`config.mk`:
```
export PLATFORM = sky130hd
export DESIGN_NAME = cla_seq_ctrl
export DESIGN_NICKNAME = d
export VERILOG_FILES = /design/src/rtl/cla_seq_ctrl.sv
export SDC_FILE = /design/constraint.sdc
export NUM_CORES = 1
export LEC_CHECK = 0
export ABC_AREA = 1
export BUFFER_PORTS_ARGS = -buffer_cell sky130_fd_sc_hd__buf_2
export CORE_MARGIN = 2
export CORE_UTILIZATION = 45
export DETAILED_ROUTE_END_ITERATION = 12
export PLACE_DENSITY = 0.7
export SLEW_MARGIN = 20
export SYNTH_ARGS = -nofsm -noshare
export SYNTH_HDL_FRONTEND = slang
export SYNTH_SLANG_ARGS = --single-unit
```
`constraint.sdc`:
```
create_clock -name Clk -period 1.85 [get_ports Clk]
set_input_delay 0.0925 -clock Clk [delete_from_list [all_inputs] [get_ports Clk]]
set_output_delay 0.0925 -clock Clk [all_outputs]
set_load 0.1 [all_outputs]
```
`src/rtl/cla_seq_ctrl.sv`:
```
// rtl/cla_seq_ctrl.sv - two-client sequencer sharing an external 4-bit CLA slice
// Adds WIDTH-bit operands a nibble per cycle, LS nibble first, carry chained through a register.
module cla_seq_ctrl #(
  parameter int WIDTH = 16
) (
  input  logic             Clk,
  input  logic             Reset_n,
  input  logic             req0_valid,
  input  logic [WIDTH-1:0] req0_a,
  input  logic [WIDTH-1:0] req0_b,
  input  logic             req0_cin,
  output logic             req0_ready,
  input  logic             req1_valid,
  input  logic [WIDTH-1:0] req1_a,
  input  logic [WIDTH-1:0] req1_b,
  input  logic             req1_cin,
  output logic             req1_ready,
  output logic             resp_valid,
  input  logic             resp_ready,
  output logic [WIDTH-1:0] resp_sum,
  output logic             resp_cout,
  output logic             resp_id,
  output logic             busy,
  output logic [3:0]       slice_a,
  output logic [3:0]       slice_b,
  output logic             slice_cin,
  input  logic [3:0]       slice_s,
  input  logic             slice_cout
);

  localparam int NNIB = WIDTH / 4;
  localparam int KW   = (NNIB > 1) ? $clog2(NNIB) : 1;
  localparam logic [KW-1:0] K_LAST = KW'(NNIB - 1);

  typedef enum logic [1:0] {
    S_IDLE = 2'd0,
    S_ADD  = 2'd1,
    S_DONE = 2'd2
  } state_t;

  state_t           state_q, state_d;
  logic             rr_q, rr_d;
  logic [KW-1:0]    k_q, k_d;
  logic             carry_q, carry_d;
  logic [WIDTH-1:0] a_q, a_d;
  logic [WIDTH-1:0] b_q, b_d;
  logic [WIDTH-1:0] sum_q, sum_d;
  logic             id_q, id_d;

  logic             gnt_any;
  logic             gnt_id;
  logic             rdy0, rdy1;
  logic [KW+1:0]    nib_base;

  assign gnt_any  = req0_valid | req1_valid;
  assign gnt_id   = (req0_valid & req1_valid) ? rr_q : req1_valid;
  assign nib_base = {k_q, 2'b00};

  // State is already IDLE during reset, so the readys need explicit gating to stay low.
  assign req0_ready = Reset_n & rdy0;
  assign req1_ready = Reset_n & rdy1;
  assign busy       = (state_q != S_IDLE);

  always_ff @(posedge Clk or negedge Reset_n) begin
    if (!Reset_n) begin
      state_q <= S_IDLE;
      rr_q    <= 1'b0;
      k_q     <= '0;
      carry_q <= 1'b0;
      a_q     <= '0;
      b_q     <= '0;
      sum_q   <= '0;
      id_q    <= 1'b0;
    end else begin
      state_q <= state_d;
      rr_q    <= rr_d;
      k_q     <= k_d;
      carry_q <= carry_d;
      a_q     <= a_d;
      b_q     <= b_d;
      sum_q   <= sum_d;
      id_q    <= id_d;
    end
  end

  always_comb begin
    state_d    = state_q;
    rr_d       = rr_q;
    k_d        = k_q;
    carry_d    = carry_q;
    a_d        = a_q;
    b_d        = b_q;
    sum_d      = sum_q;
    id_d       = id_q;
    rdy0       = 1'b0;
    rdy1       = 1'b0;
    resp_valid = 1'b0;
    resp_sum   = '0;
    resp_cout  = 1'b0;
    resp_id    = 1'b0;
    slice_a    = 4'd0;
    slice_b    = 4'd0;
    slice_cin  = 1'b0;

    case (state_q)
      S_IDLE: begin
        if (gnt_any) begin
          rdy0    = ~gnt_id;
          rdy1    = gnt_id;
          a_d     = gnt_id ? req1_a   : req0_a;
          b_d     = gnt_id ? req1_b   : req0_b;
          carry_d = gnt_id ? req1_cin : req0_cin;
          id_d    = gnt_id;
          rr_d    = ~gnt_id;
          k_d     = '0;
          state_d = S_ADD;
        end
      end

      S_ADD: begin
        slice_a   = a_q[nib_base +: 4];
        slice_b   = b_q[nib_base +: 4];
        slice_cin = carry_q;
        sum_d[nib_base +: 4] = slice_s;
        carry_d   = slice_cout;
        if (k_q == K_LAST) begin
          k_d     = '0;
          state_d = S_DONE;
        end else begin
          k_d     = k_q + KW'(1);
        end
      end

      S_DONE: begin
        resp_valid = 1'b1;
        resp_sum   = sum_q;
        resp_cout  = carry_q;
        resp_id    = id_q;
        if (resp_ready) begin
          state_d = S_IDLE;
        end
      end

      default: state_d = S_IDLE;
    endcase
  end

endmodule
```
==> metrics.md, run 1 <==
| Metric | Value |
|---|---|
| Post-synth cell types | `21` |
| Starting Density | `between 40% and 50%` |
| Worst-path fanout max | `10` |
| First-pass GRT wire length | `about 14000 um` |
| GRT Total Usage | `around 23%` |
| Chip width | `87.5 um` |
| Via count | `3206` |
| Levels on crit path | `7` |
| Post-CTS Setup Inserts | `0` |
| Grt ovf | `0` |
| PnR Total Power | `roughly 7.9 mW` |
| Peak Freq | `approximately 560 MHz` |
| Nature of the critical path startpoint | `register` |
| Hold Crit Class | `input port to async pin` |
| Diodes inserted | `0` |
| Slew Viols, Final | `0` |
| Worst setup path class | `register to output port` |
| Tmin final | `between 1500 and 2000 ps` |
| Status | `finished, violations left` |
| Worst R2R Path Depth | `7` |
| Max clock buf depth | `2` |
| YS warnings | `0` |
| Avg WL per Cell | `roughly 13 um` |
| Final Hold Fails | `55` |
| Worst path max stage delay | `410 ps` |
| Port Buf Inserts | `106` |
| Dominant cells by area after synthesis | `dfrtp_1 44%, nand3_1 15%, nand2_1 12%, inv_1 8.0%, nor2_1 4.8%` |
| Worst-Margin Slew | `about 680 ps` |
| Pre-antenna DRT Iters | `4` |
| Sequential cell area | `0.00138 mm^2` |
| Area share of the largest cell type after synthesis | `between 40% and 50%` |
| Vias in the first global route | `approximately 3000` |
| Tcrit/Tclk final | `96.0%` |
| WP data required | `around 1800 ps` |
| Mapped Cells | `between 400 and 500` |
| Crit-path slowest cell | `dfrtp_1` |
| Nets | `around 630` |
| Layout cells sized above 1 | `a little under a third` |
| Setup Skew | `between 7 and 8 ps` |
| Cells after DPL | `between 600 and 700` |
| Largest net degree at the start of global routing | `56` |
| TritonCTS buffer count | `5` |
| Power Density | `1860 mW/mm^2` |
| Fin cells | `632` |
| Area Overhead vs Synth | `36.1%` |
| Arr. time, crit path | `~1700 ps` |
| Worst skew pair latency | `~310 ps` |
| CTS tree | `built` |
| Post-synthesis sequential area ratio | `43.9%` |
| Initial antenna violation count | `0` |
| Final HPWL DP | `approximately 6200 um` |
| H-tree levels | `2` |
| CTS Root Cell | `clkbuf_8` |
| Commonest non-fill, non-tap cell in the layout | `nand2_1` |
| Leak | `about 2.2 nW` |
| Finish-stage setup viols | `0` |
| Max rail drop VDD | `between 1000 and 1500 uV` |
| Critical Path Most Common Cell | `nand2_1` |
| Filler cells | `615` |
| Post-synth top area cell | `dfrtp_1` |
| Drt total wl | `8180 um` |
| Chip height | `87.5 um` |
| Maximum capacitance violations | `0` |
| Clock Sinks | `55` |
| Routed Antenna Nets | `0` |
| Slew margin rel. | `54.9%` |
| # IOs | `107` |
| Critical path endpoint category | `output port` |
| GP Congestion | `roughly 0.8` |
| Vias/cell | `~5` |
| Avg Cell Area, Syn | `between 7 and 8 um^2` |
| Failing checks | `hold timing` |
| RSZ-0062 raised after global routing | `true` |
| CP bufs+invs | `3` |
| Initial drt markers | `around 130` |
| Most frequent cells in the layout | `101 x nand2_1, 95 x nand3_1, 77 x buf_2` |
| Worst hold slack | `-32.1 ps` |
| Row Count | `30` |
| Netlist Area Pre-Place | `between 0.003 and 0.004 mm^2` |
| DR DRC count | `0` |
| Post-synth net total | `526` |
| Area of the multi-input gates | `between 0.0015 and 0.002 mm^2` |
| Reg clk slew, reported paths | `100 ps` |
| Crit-path cells | `inv_2 > buf_4 > nand2_1 > nand2_1 > nand2_1 > a21oi_2 > buf_12` |
| Die ar. | `0.00765 mm^2` |
| Largest delay contributor family on the critical path | `buffers and inverters` |
| Synth Register Bits | `55` |
| Core ar. | `between 0.006 and 0.007 mm^2` |
==> synth_stat cells (all sizes together) <==
master,number
nand2,104
o22ai,4
nand3,95
inv,70
o211ai,4
o21ai,30
a21oi,8
clkbuf,8
dfrtp,55
buf,16
nor2,44
ha,5
clkinv,1
nand3b,1
==> area by class of cell <==
type | instances | share of cell area [%]
inverters | 71 | 6.30
clock buffers | 7 | 2.02
well taps | 80 | 2.35
clock inverters | 1 | 0.205
flip-flops and latches | 55 | 32.3
repair buffers | 123 | 20.5
multi-input cells | 295 | 36.4
==> cells by family (layout without fill, tap and decap cells) <==
| logic type | after synthesis | count (layout) | share of synthesized area [%] |
|---|---|---|---|
| compound gates | 46 | 46 | 7.82 |
| fa+ha+maj | 5 | 5 | 2.00 |
| buf+inv | 95 | 202 | 12.4 |
| flops | 55 | 55 | 43.9 |
| simple gates | 244 | 244 | 33.9 |
==> worst register-to-register path, cell delays in order, from the launching register on <==
cell and delay, ps:
dfrtp_1 410, inv_2 140, ha_1 280, inv_1 160, nand2_1 70, nor2_1 230
nand2_1 80, o21ai_0 90
==> worst paths after layout <==
| kind | from | to | slack (ps) |
|---|---|---|---|
| hold reg to reg | sum_q[11]$_DFFE_PN0P_ | sum_q[11]$_DFFE_PN0P_ | 500 |
| setup / recovery | k_q[0]$_DFFE_PN0P_ | slice_a[3] | 70 |
| hold / removal | Reset_n | sum_q[8]$_DFFE_PN0P_ | -30 |
| max in group asynchronous | Reset_n | a_q[0]$_DFFE_PN0P_ | 1430 |
| min in group Clk | req1_b[15] | b_q[15]$_DFFE_PN0P_ | 10 |
| setup reg to reg | k_q[0]$_DFFE_PN0P_ | sum_q[15]$_DFFE_PN0P_ | 320 |
==> metrics by stage <==
step                worst slack (ps)  setup TNS (ps)  util (%)  area [um^2]  hold WS (ps)
finish                          74.2               0      63.1         4270         -32.1
global route                   -1.20           -1.20      63.1         4270          7.93
CTS                             31.7               0      62.3         4210         0.337
detailed placement               283               0      60.7         4100           314
global placement                 326               0      60.7         4100           308
floorplan                       -565           -4830         -         3310          -203
==> flip-flops by register name, summed over array words and instances (netlist names) <==
name,cells
a_q,16
b_q,16
carry_q,1
id_q,1
k_q,2
rr_q,1
state_q,2
sum_q,16
==> power breakdown <==
group | internal (mW) | switching (mW) | total (mW)
logic | 1.64 | 3.55 | 5.20
clock network | 0.308 | 0.388 | 0.696
registers | 1.78 | 0.259 | 2.04
total | 3.73 | 4.20 | 7.93
==> routing by layer <==
layer,track usage [%],part of all wire [%]
met2,38.4,49
met1,31.0,45
met5,0,0
met4,4.62,0.78
met3,3.70,5.3
==> timing repair <==
item	CTS	global route
pin swaps	0	1
gates resized for setup	2	23
endpoints found under the setup margin	4	21
hold buffers	1	0
hold endpoints to repair	1	0
No activity file was read; power rests on OpenSTA's default activity.
==> run 2, diff against run 1 <==
--- a/config.mk
+++ b/config.mk
@@ -10,7 +10,7 @@
 export CORE_MARGIN = 2
 export CORE_UTILIZATION = 45
 export DETAILED_ROUTE_END_ITERATION = 12
-export PLACE_DENSITY = 0.7
+export PLACE_DENSITY = 0.73
 export SLEW_MARGIN = 20
 export SYNTH_ARGS = -nofsm -noshare
 export SYNTH_HDL_FRONTEND = slang
==> constraint.sdc (replaced) <==
create_clock -name Clk -period 1.5 [get_ports Clk]
set_input_delay 0.075 -clock Clk [delete_from_list [all_inputs] [get_ports Clk]]
set_output_delay 0.075 -clock Clk [all_outputs]
set_load 0.1 [all_outputs]
==> run 2 against run 1 <==
  * The flow finishes with violations (hold timing, setup timing)
  * Global-route usage up 3.1 points
  * Routed wire length grew 13%
  * Worst setup slack got worse by 210 ps
  * Clock power is 25% higher
  * Clock-buffer cell count is the same
  * Non-clock buffer count is 28 higher
  * Largest cell class unchanged
  * Via count is 6.8% higher
  * Critical path type unchanged
  * Clock skew increased by 1.1 ps
  * Hold slack better by 32 ps
  * Total power is 36% higher
  * Critical path depth shrank 2
==> metrics.md, run 2 (synthesized netlist as in run 1, its figures left out) <==
| Metric | Value |
|---|---|
| Area Overhead vs Synth | `59.1% (was 36.1%)` |
| Pre-antenna DRT Iters | `5 (was 4)` |
| Peak Freq | `610 MHz` |
| Die ar. | `0.00765 mm^2 (unchanged)` |
| Worst R2R Path Depth | `6 (was 7)` |
| Status | `finished, violations left (unchanged)` |
| Largest net degree at the start of global routing | `56 (unchanged)` |
| Nature of the critical path startpoint | `register (unchanged)` |
| Worst skew pair latency | `310 ps (about the same)` |
| Hold-critical path depth | `3` |
| Tcrit/Tclk final | `109%` |
| Drt total wl | `9220 um (was 8180 um)` |
| Final TNS setup | `-1810 ps (was 0 ps)` |
| Met2 usage | `45.7% (was 38.4%)` |
| Grt ovf | `0 (unchanged)` |
| TritonCTS buffer count | `5 (unchanged)` |
| Starting Density | `46.4% (unchanged)` |
| DR DRC count | `0 (unchanged)` |
| Slew margin rel. | `54.6% (was 54.9%)` |
| Worst-path fanout max | `10 (unchanged)` |
| Worst-Margin Slew | `680 ps (was 676 ps)` |
| Commonest non-fill, non-tap cell in the layout | `nand2_1 (unchanged)` |
| GP Congestion | `0.835 (was 0.824)` |
| Clock Sinks | `55 (unchanged)` |
| Met1 usage | `32.0% (was 31.0%)` |
| Leak | `2.43 nW (was 2.18 nW)` |
| Worst setup path class | `register to output port (unchanged)` |
| Hold endpoint | `a_q[3]$_DFFE_PN0P_` |
| Port Buf Inserts | `106 (unchanged)` |
| Final Hold Fails | `1 (was 55)` |
| Max rail drop VDD | `1730 uV (was 1290 uV)` |
| # IOs | `107 (unchanged)` |
| GRT met3 Usage | `4.64% (was 3.70%)` |
| Layout cells sized above 1 | `35.3% (was 30.8%)` |
| Most frequent cells in the layout | `96 x nand2_1, 95 x nand3_1, 76 x buf_2 (was 101 x nand2_1, 95 x nand3_1, 77 x buf_2)` |
| Chip width | `87.5 um (unchanged)` |
| Hold Path Origin | `req1_a[3]` |
| WP data required | `1420 ps (was 1760 ps)` |
| Finish-stage setup viols | `26 (was 0)` |
| RSZ-0062 raised after global routing | `true (unchanged)` |
| Setup Skew | `8.46 ps (was 7.34 ps)` |
| Via count | `3425 (was 3206)` |
| Max clock buf depth | `2 (unchanged)` |
| Row Count | `30 (unchanged)` |
| Slew Viols, Final | `0 (unchanged)` |
| Reg clk slew, reported paths | `100 ps (about the same)` |
| Final setup margin | `-139 ps (was 74.2 ps)` |
| Avg WL per Cell | `14.0 um (was 12.9 um)` |
| GRT Total Usage | `25.8% (was 22.8%)` |
| CTS tree | `built (unchanged)` |
| Core ar. | `0.00676 mm^2 (unchanged)` |
| Routed Antenna Nets | `0 (unchanged)` |
| Tmin final | `between 1500 and 2000 ps` |
| Failing checks | `hold timing, setup timing (was hold timing)` |
| RR Endpoint | `sum_q[3]$_DFFE_PN0P_ (was sum_q[15]$_DFFE_PN0P_)` |
| Worst hold slack | `-0.342 ps (was -32.1 ps)` |
| Initial antenna violation count | `0 (unchanged)` |
| Critical path endpoint category | `output port (unchanged)` |
| H-tree levels | `2 (unchanged)` |
| Chip height | `87.5 um (unchanged)` |
| Initial drt markers | `188 (was 132)` |
| Crit Reg-Reg Startpoint | `k_q[0]$_DFFE_PN0P_ (unchanged)` |
| Nets | `661 (was 632)` |
| Final HPWL DP | `6570 um (was 6220 um)` |
| Power Density | `2160 mW/mm^2 (was 1860 mW/mm^2)` |
| Vias in the first global route | `3383 (was 2986)` |
| Maximum capacitance violations | `0 (unchanged)` |
| Diodes inserted | `0 (unchanged)` |
| Grt peak-use layer | `met2 (unchanged)` |
| Reg2reg setup slack | `60 ps (was 320 ps)` |
| Vias/cell | `5.18 (was 5.07)` |
| CTS Root Cell | `clkbuf_8 (unchanged)` |
| Placement Setup Slack | `6.28 ps (was 283 ps)` |
| First-pass GRT wire length | `15300 um (was 13700 um)` |
| Hold Crit Class | `input port to register (was input port to async pin)` |
| Largest regs | `a_q: 16 flops, b_q: 16 flops, sum_q: 16 flops (unchanged)` |
| Fin util | `73.9% (was 63.1%)` |
| Arr. time, crit path | `1560 ps (was 1680 ps)` |
==> run 2: cell count changes in the layout (fill, tap and decap cells not counted), moves of 5 or more <==
cell	change
nand2_1	-5
buf_12	+23
a21oi_2	-8
clkbuf_4	-18
a21oi_4	+8
dlygate4sd3_1	+10
buf_4	+9
nor2_4	+7
==> run 2: where the power goes <==
group | switching (mW) | internal [mW] | total (mW)
sequential | 0.359 | 2.21 | 2.57
combinational | 4.78 | 2.58 | 7.36
clock | 0.491 | 0.380 | 0.871
==> run 2: critical path, stage by stage, from the launching register on <==
cell     delay, ps
dfrtp_2        450
inv_4          120
buf_4          160
o21ai_1        130
a21oi_4        200
buf_12         190
==> run 2: stage by stage <==
| step | total power, mW | std cells | hold slack, ps | area, um^2 |
|---|---|---|---|---|
| after global routing | 11.5 | 661 | 0.891 | 4990 |
| after detailed placement | 9.45 | 626 | 300 | 4540 |
| final | 10.8 | 661 | -0.342 | 4990 |
| after global placement | 9.28 | 626 | 289 | 4540 |
| after CTS | 10.5 | 652 | 1.74 | 4840 |
| after floorplan | 7.37 | 445 | -221 | 3440 |
==> run 2: routing by layer <==
| layer | wire (um) | vias up | part of all wire (%) |
|---|---|---|---|
| met4 | 128 | 0 | 1.4 |
| met5 | 0 | - | 0 |
| li1 | - | 1671 | - |
| met1 | 3810 | 1621 | 41 |
| met3 | 550 | 9 | 6.0 |
| met2 | 4730 | 124 | 51 |
==> run 2: what timing repair did <==
action	4_1_cts	5_1_grt
resized for setup	13	21
pin swaps	5	5
setup endpoints to repair	33	42
buffers inserted	7	8
hold endpoints to repair	64	1
cloned	1	0
hold buffers	10	1
==> run 2: worst max path at each step <==
| stage | startpoint | endpoint | slack (ps) |
|---|---|---|---|
| 2_1_floorplan | state_q[1]$_DFFE_PN0P_ | resp_sum[10] | -500 |
| 3_3_place_gp | k_q[0]$_DFFE_PN0P_ | sum_q[14]$_DFFE_PN0P_ | 120 |
| 3_5_place_dp | k_q[0]$_DFFE_PN0P_ | sum_q[0]$_DFFE_PN0P_ | 6 |
| 4_1_cts | k_q[0]$_DFFE_PN0P_ | slice_b[1] | -150 |
| 5_1_grt | k_q[0]$_DFFE_PN0P_ | slice_b[1] | -210 |
| 6_report | k_q[0]$_DFFE_PN0P_ | slice_b[1] | -140 |
==> run 2: final cells by class <==
class	count	area, um^2
well taps	80	100
fillers	488	1770
flip-flops and latches	55	1380
repair buffers	151	1420
inverters	71	285
clock buffers	7	86.3
multi-input cells	295	1690
clock inverters	1	8.76
repair inverters	1	16.3
==> run 3, diff against run 2 <==
--- a/config.mk
+++ b/config.mk
@@ -9,6 +9,7 @@
 export BUFFER_PORTS_ARGS = -buffer_cell sky130_fd_sc_hd__buf_2
 export CORE_MARGIN = 2
 export CORE_UTILIZATION = 45
+export CTS_BUF_LIST = sky130_fd_sc_hd__clkbuf_2 sky130_fd_sc_hd__clkbuf_4 sky130_fd_sc_hd__clkbuf_8
 export DETAILED_ROUTE_END_ITERATION = 12
 export PLACE_DENSITY = 0.73
 export SLEW_MARGIN = 20
==> run 3 against run 2 <==
  * The flow finishes with violations (setup timing)
  * Total power grew 0.10%
  * Clock power increased by 2%
  * Hold slack better by 0.75 ps
  * Via count is 0.41% higher
  * Global-route usage did not move
  * Non-clock buffer count unchanged
  * Critical path type unchanged
  * Critical endpoint unchanged
  * Largest cell class unchanged
  * Highest routed layer unchanged
==> metrics.md, run 3 (synthesized netlist as in run 1, its figures left out) <==
| Metric | Value |
|---|---|
| Hold Crit Class | `input port to register (unchanged)` |
| Failing checks | `setup timing (was hold timing, setup timing)` |
| Fin cells | `661 (unchanged)` |
| Largest regs | `a_q: 16 flops, b_q: 16 flops, sum_q: 16 flops (unchanged)` |
| Fin util | `73.9% (about the same)` |
| Hold Path Origin | `req1_a[3] (unchanged)` |
| Status | `finished, violations left (unchanged)` |
| Placement Setup Slack | `6.28 ps (unchanged)` |
| Worst-path fanout max | `8 (was 10)` |
| Switching Share | `52.0% (was 52.1%)` |
| RR Endpoint | `sum_q[3]$_DFFE_PN0P_ (unchanged)` |
| Crit Reg-Reg Startpoint | `k_q[0]$_DFFE_PN0P_ (unchanged)` |
| Worst setup path class | `register to output port (unchanged)` |
| Crit-path slowest cell | `dfrtp_2 (unchanged)` |
| Starting Density | `46.4% (unchanged)` |
| Diodes inserted | `0 (unchanged)` |
| Drt total wl | `9220 um (about the same)` |
| Met1 Wirelength | `3820 um (was 3810 um)` |
| Finish-stage setup viols | `26 (unchanged)` |
| Worst path max stage delay | `400 ps (was 450 ps)` |
| Filler cells | `486 (was 488)` |
| RSZ-0062 raised after global routing | `true (unchanged)` |
| Final setup margin | `-135 ps (was -139 ps)` |
| GP Congestion | `0.835 (unchanged)` |
| Die ar. | `0.00765 mm^2 (unchanged)` |
| Critical path endpoint category | `output port (unchanged)` |
| GRT Total Usage | `25.8% (unchanged)` |
| Comb power frac | `68.0% (was 68.1%)` |
| Nets | `661 (unchanged)` |
| Layout cells sized above 1 | `35.5% (was 35.3%)` |
| Final Hold Fails | `0 (was 1)` |
| CTS tree | `built (unchanged)` |
| Largest net degree at the start of global routing | `56 (unchanged)` |
| Port Buf Inserts | `106 (unchanged)` |
| Slew Viols, Final | `0 (unchanged)` |
| Worst skew pair latency | `310 ps (about the same)` |
| Commonest non-fill, non-tap cell in the layout | `nand2_1 (unchanged)` |
| Slew margin rel. | `54.8% (was 54.6%)` |
| Largest delay contributor family on the critical path | `buffers and inverters (unchanged)` |
| Hold endpoint | `a_q[3]$_DFFE_PN0P_ (unchanged)` |
| Arr. time, crit path | `1560 ps (about the same)` |
| Register share of total power | `23.8% (about the same)` |
| Core ar. | `0.00676 mm^2 (unchanged)` |
| Avg WL per Cell | `13.9 um (was 14.0 um)` |
| Tcrit/Tclk final | `109% (about the same)` |
| Via count | `3439 (was 3425)` |
| DR DRC count | `0 (unchanged)` |
| P_int | `5.19 mW (was 5.17 mW)` |
| Sequential cell area | `0.00138 mm^2 (unchanged)` |
| Peak Freq | `612 MHz (was 610 MHz)` |
| Final TNS setup | `-1740 ps (was -1810 ps)` |
| Clock power frac | `8.2% (was 8.1%)` |
| Area of the multi-input gates | `0.00169 mm^2 (unchanged)` |
| Initial drt markers | `191 (was 188)` |
| Max rail drop VDD | `1730 uV (about the same)` |
| Setup Skew | `7.97 ps (was 8.46 ps)` |
| Most frequent cells in the layout | `96 x nand2_1, 95 x nand3_1, 76 x buf_2 (unchanged)` |
| Chip width | `87.5 um (unchanged)` |
| Vias/cell | `5.20 (was 5.18)` |
| # IOs | `107 (unchanged)` |
| TritonCTS buffer count | `5 (unchanged)` |
| Psw | `5.62 mW (was 5.63 mW)` |
| Reg clk slew, reported paths | `100 ps (about the same)` |
| CTS Root Cell | `clkbuf_8 (unchanged)` |
| Worst R2R Path Depth | `6 (unchanged)` |
| Vias in the first global route | `3383 (unchanged)` |
| Pre-antenna DRT Iters | `5 (unchanged)` |
| Leak | `2.43 nW (about the same)` |
| Grt ovf | `0 (unchanged)` |
| First-pass GRT wire length | `15300 um (unchanged)` |
| Hold-critical path depth | `3 (unchanged)` |
| Maximum capacitance violations | `0 (unchanged)` |
| Chip height | `87.5 um (unchanged)` |
| Tmin final | `1630 ps (was 1640 ps)` |
| Final HPWL DP | `6570 um (unchanged)` |
| CP bufs+invs | `3 (unchanged)` |
| WP data required | `1420 ps (about the same)` |
| Metal3 WL | `559 um (was 550 um)` |
| Nature of the critical path startpoint | `register (unchanged)` |
| PnR Total Power | `10.8 mW (about the same)` |
| Power Density | `2160 mW/mm^2 (about the same)` |
| Worst-Margin Slew | `678 ps (was 680 ps)` |
| Initial antenna violation count | `0 (unchanged)` |
| Max clock buf depth | `2 (unchanged)` |
| Top Metal Used | `met4 (unchanged)` |
| Routed Antenna Nets | `0 (unchanged)` |
| Reg2reg setup slack | `40 ps (was 60 ps)` |
| H-tree levels | `2 (unchanged)` |
| Metal2 WL | `4710 um (was 4730 um)` |
| Area Overhead vs Synth | `59.3% (was 59.1%)` |
| Row Count | `30 (unchanged)` |
| Cells after DPL | `626 (unchanged)` |
| DP Area | `0.00454 mm^2 (unchanged)` |
| Crit-path cells | `inv_4 > buf_4 > nor2_1 > o21ai_1 > a21oi_4 > buf_12 (was inv_4 > buf_4 > o21ai_1 > a21oi_4 > buf_12)` |
| Clock Sinks | `55 (unchanged)` |
| Fin area | `0.00499 mm^2 (about the same)` |
| Worst hold slack | `0.408 ps (was -0.342 ps)` |
[run 3: cell counts in the layout (fill, tap and decap cells not counted)]
No cell type changed its count.
[run 3: power by group through the flow]
stage	Clock, mW	Sequential, mW	Combinational [mW]
after floorplan	0	2.49	4.88
after global placement	0	2.54	6.74
after detailed placement	0	2.57	6.88
after CTS	0.889	2.56	7.11
after global routing	0.956	2.65	7.90
final	0.886	2.57	7.35
[run 3: cell type report]
type / instances / share of cell area [%]
clock buffer: 7 / 1.80
clock inverter: 1 / 0.175
inverter: 71 / 5.71
multi-input combinational: 295 / 33.9
sequential: 55 / 27.6
tap: 80 / 2.00
timing repair buffer: 151 / 28.5
timing repair inverter: 1 / 0.326
[run 3: routing by layer]
metal  vias up  global-route usage [%]
met2       126                    45.7
met4         0                    7.83
met1      1632                    32.0
met5         -                       0
met3         9                    4.64
li1       1672                       -
[run 3: timing repair]
item | in CTS | in global routing
resized for setup | 13 | 21
hold endpoints to repair | 64 | 1
hold buffers | 10 | 1
endpoints found under the setup margin | 33 | 42
cloned | 1 | 0
pin swaps | 5 | 5
setup buffers | 7 | 8
[run 3: worst max path at each step]
stage                                        to  depth (start not counted)  slack, ps              startpoint
after floorplan                    resp_sum[10]                          5       -500  state_q[1]$_DFFE_PN0P_
after global placement    sum_q[14]$_DFFE_PN0P_                          7        120      k_q[0]$_DFFE_PN0P_
after detailed placement   sum_q[0]$_DFFE_PN0P_                          6          6      k_q[0]$_DFFE_PN0P_
after CTS                            slice_b[1]                          6       -150      k_q[0]$_DFFE_PN0P_
after global routing                 slice_b[1]                          6       -210      k_q[0]$_DFFE_PN0P_
final                                slice_b[1]                          6       -130      k_q[1]$_DFFE_PN0P_
[run 3: worst reg2reg max path: cells and delay by family, from the launching register on]
family | cells | cell delay (ps)
flip-flops | 1 | 450
AND/OR/NAND/NOR | 2 | 340
AO/OA/AOI/OAI | 1 | 160
buffers and inverters | 2 | 250
adder cells (fa/ha/maj) | 1 | 180
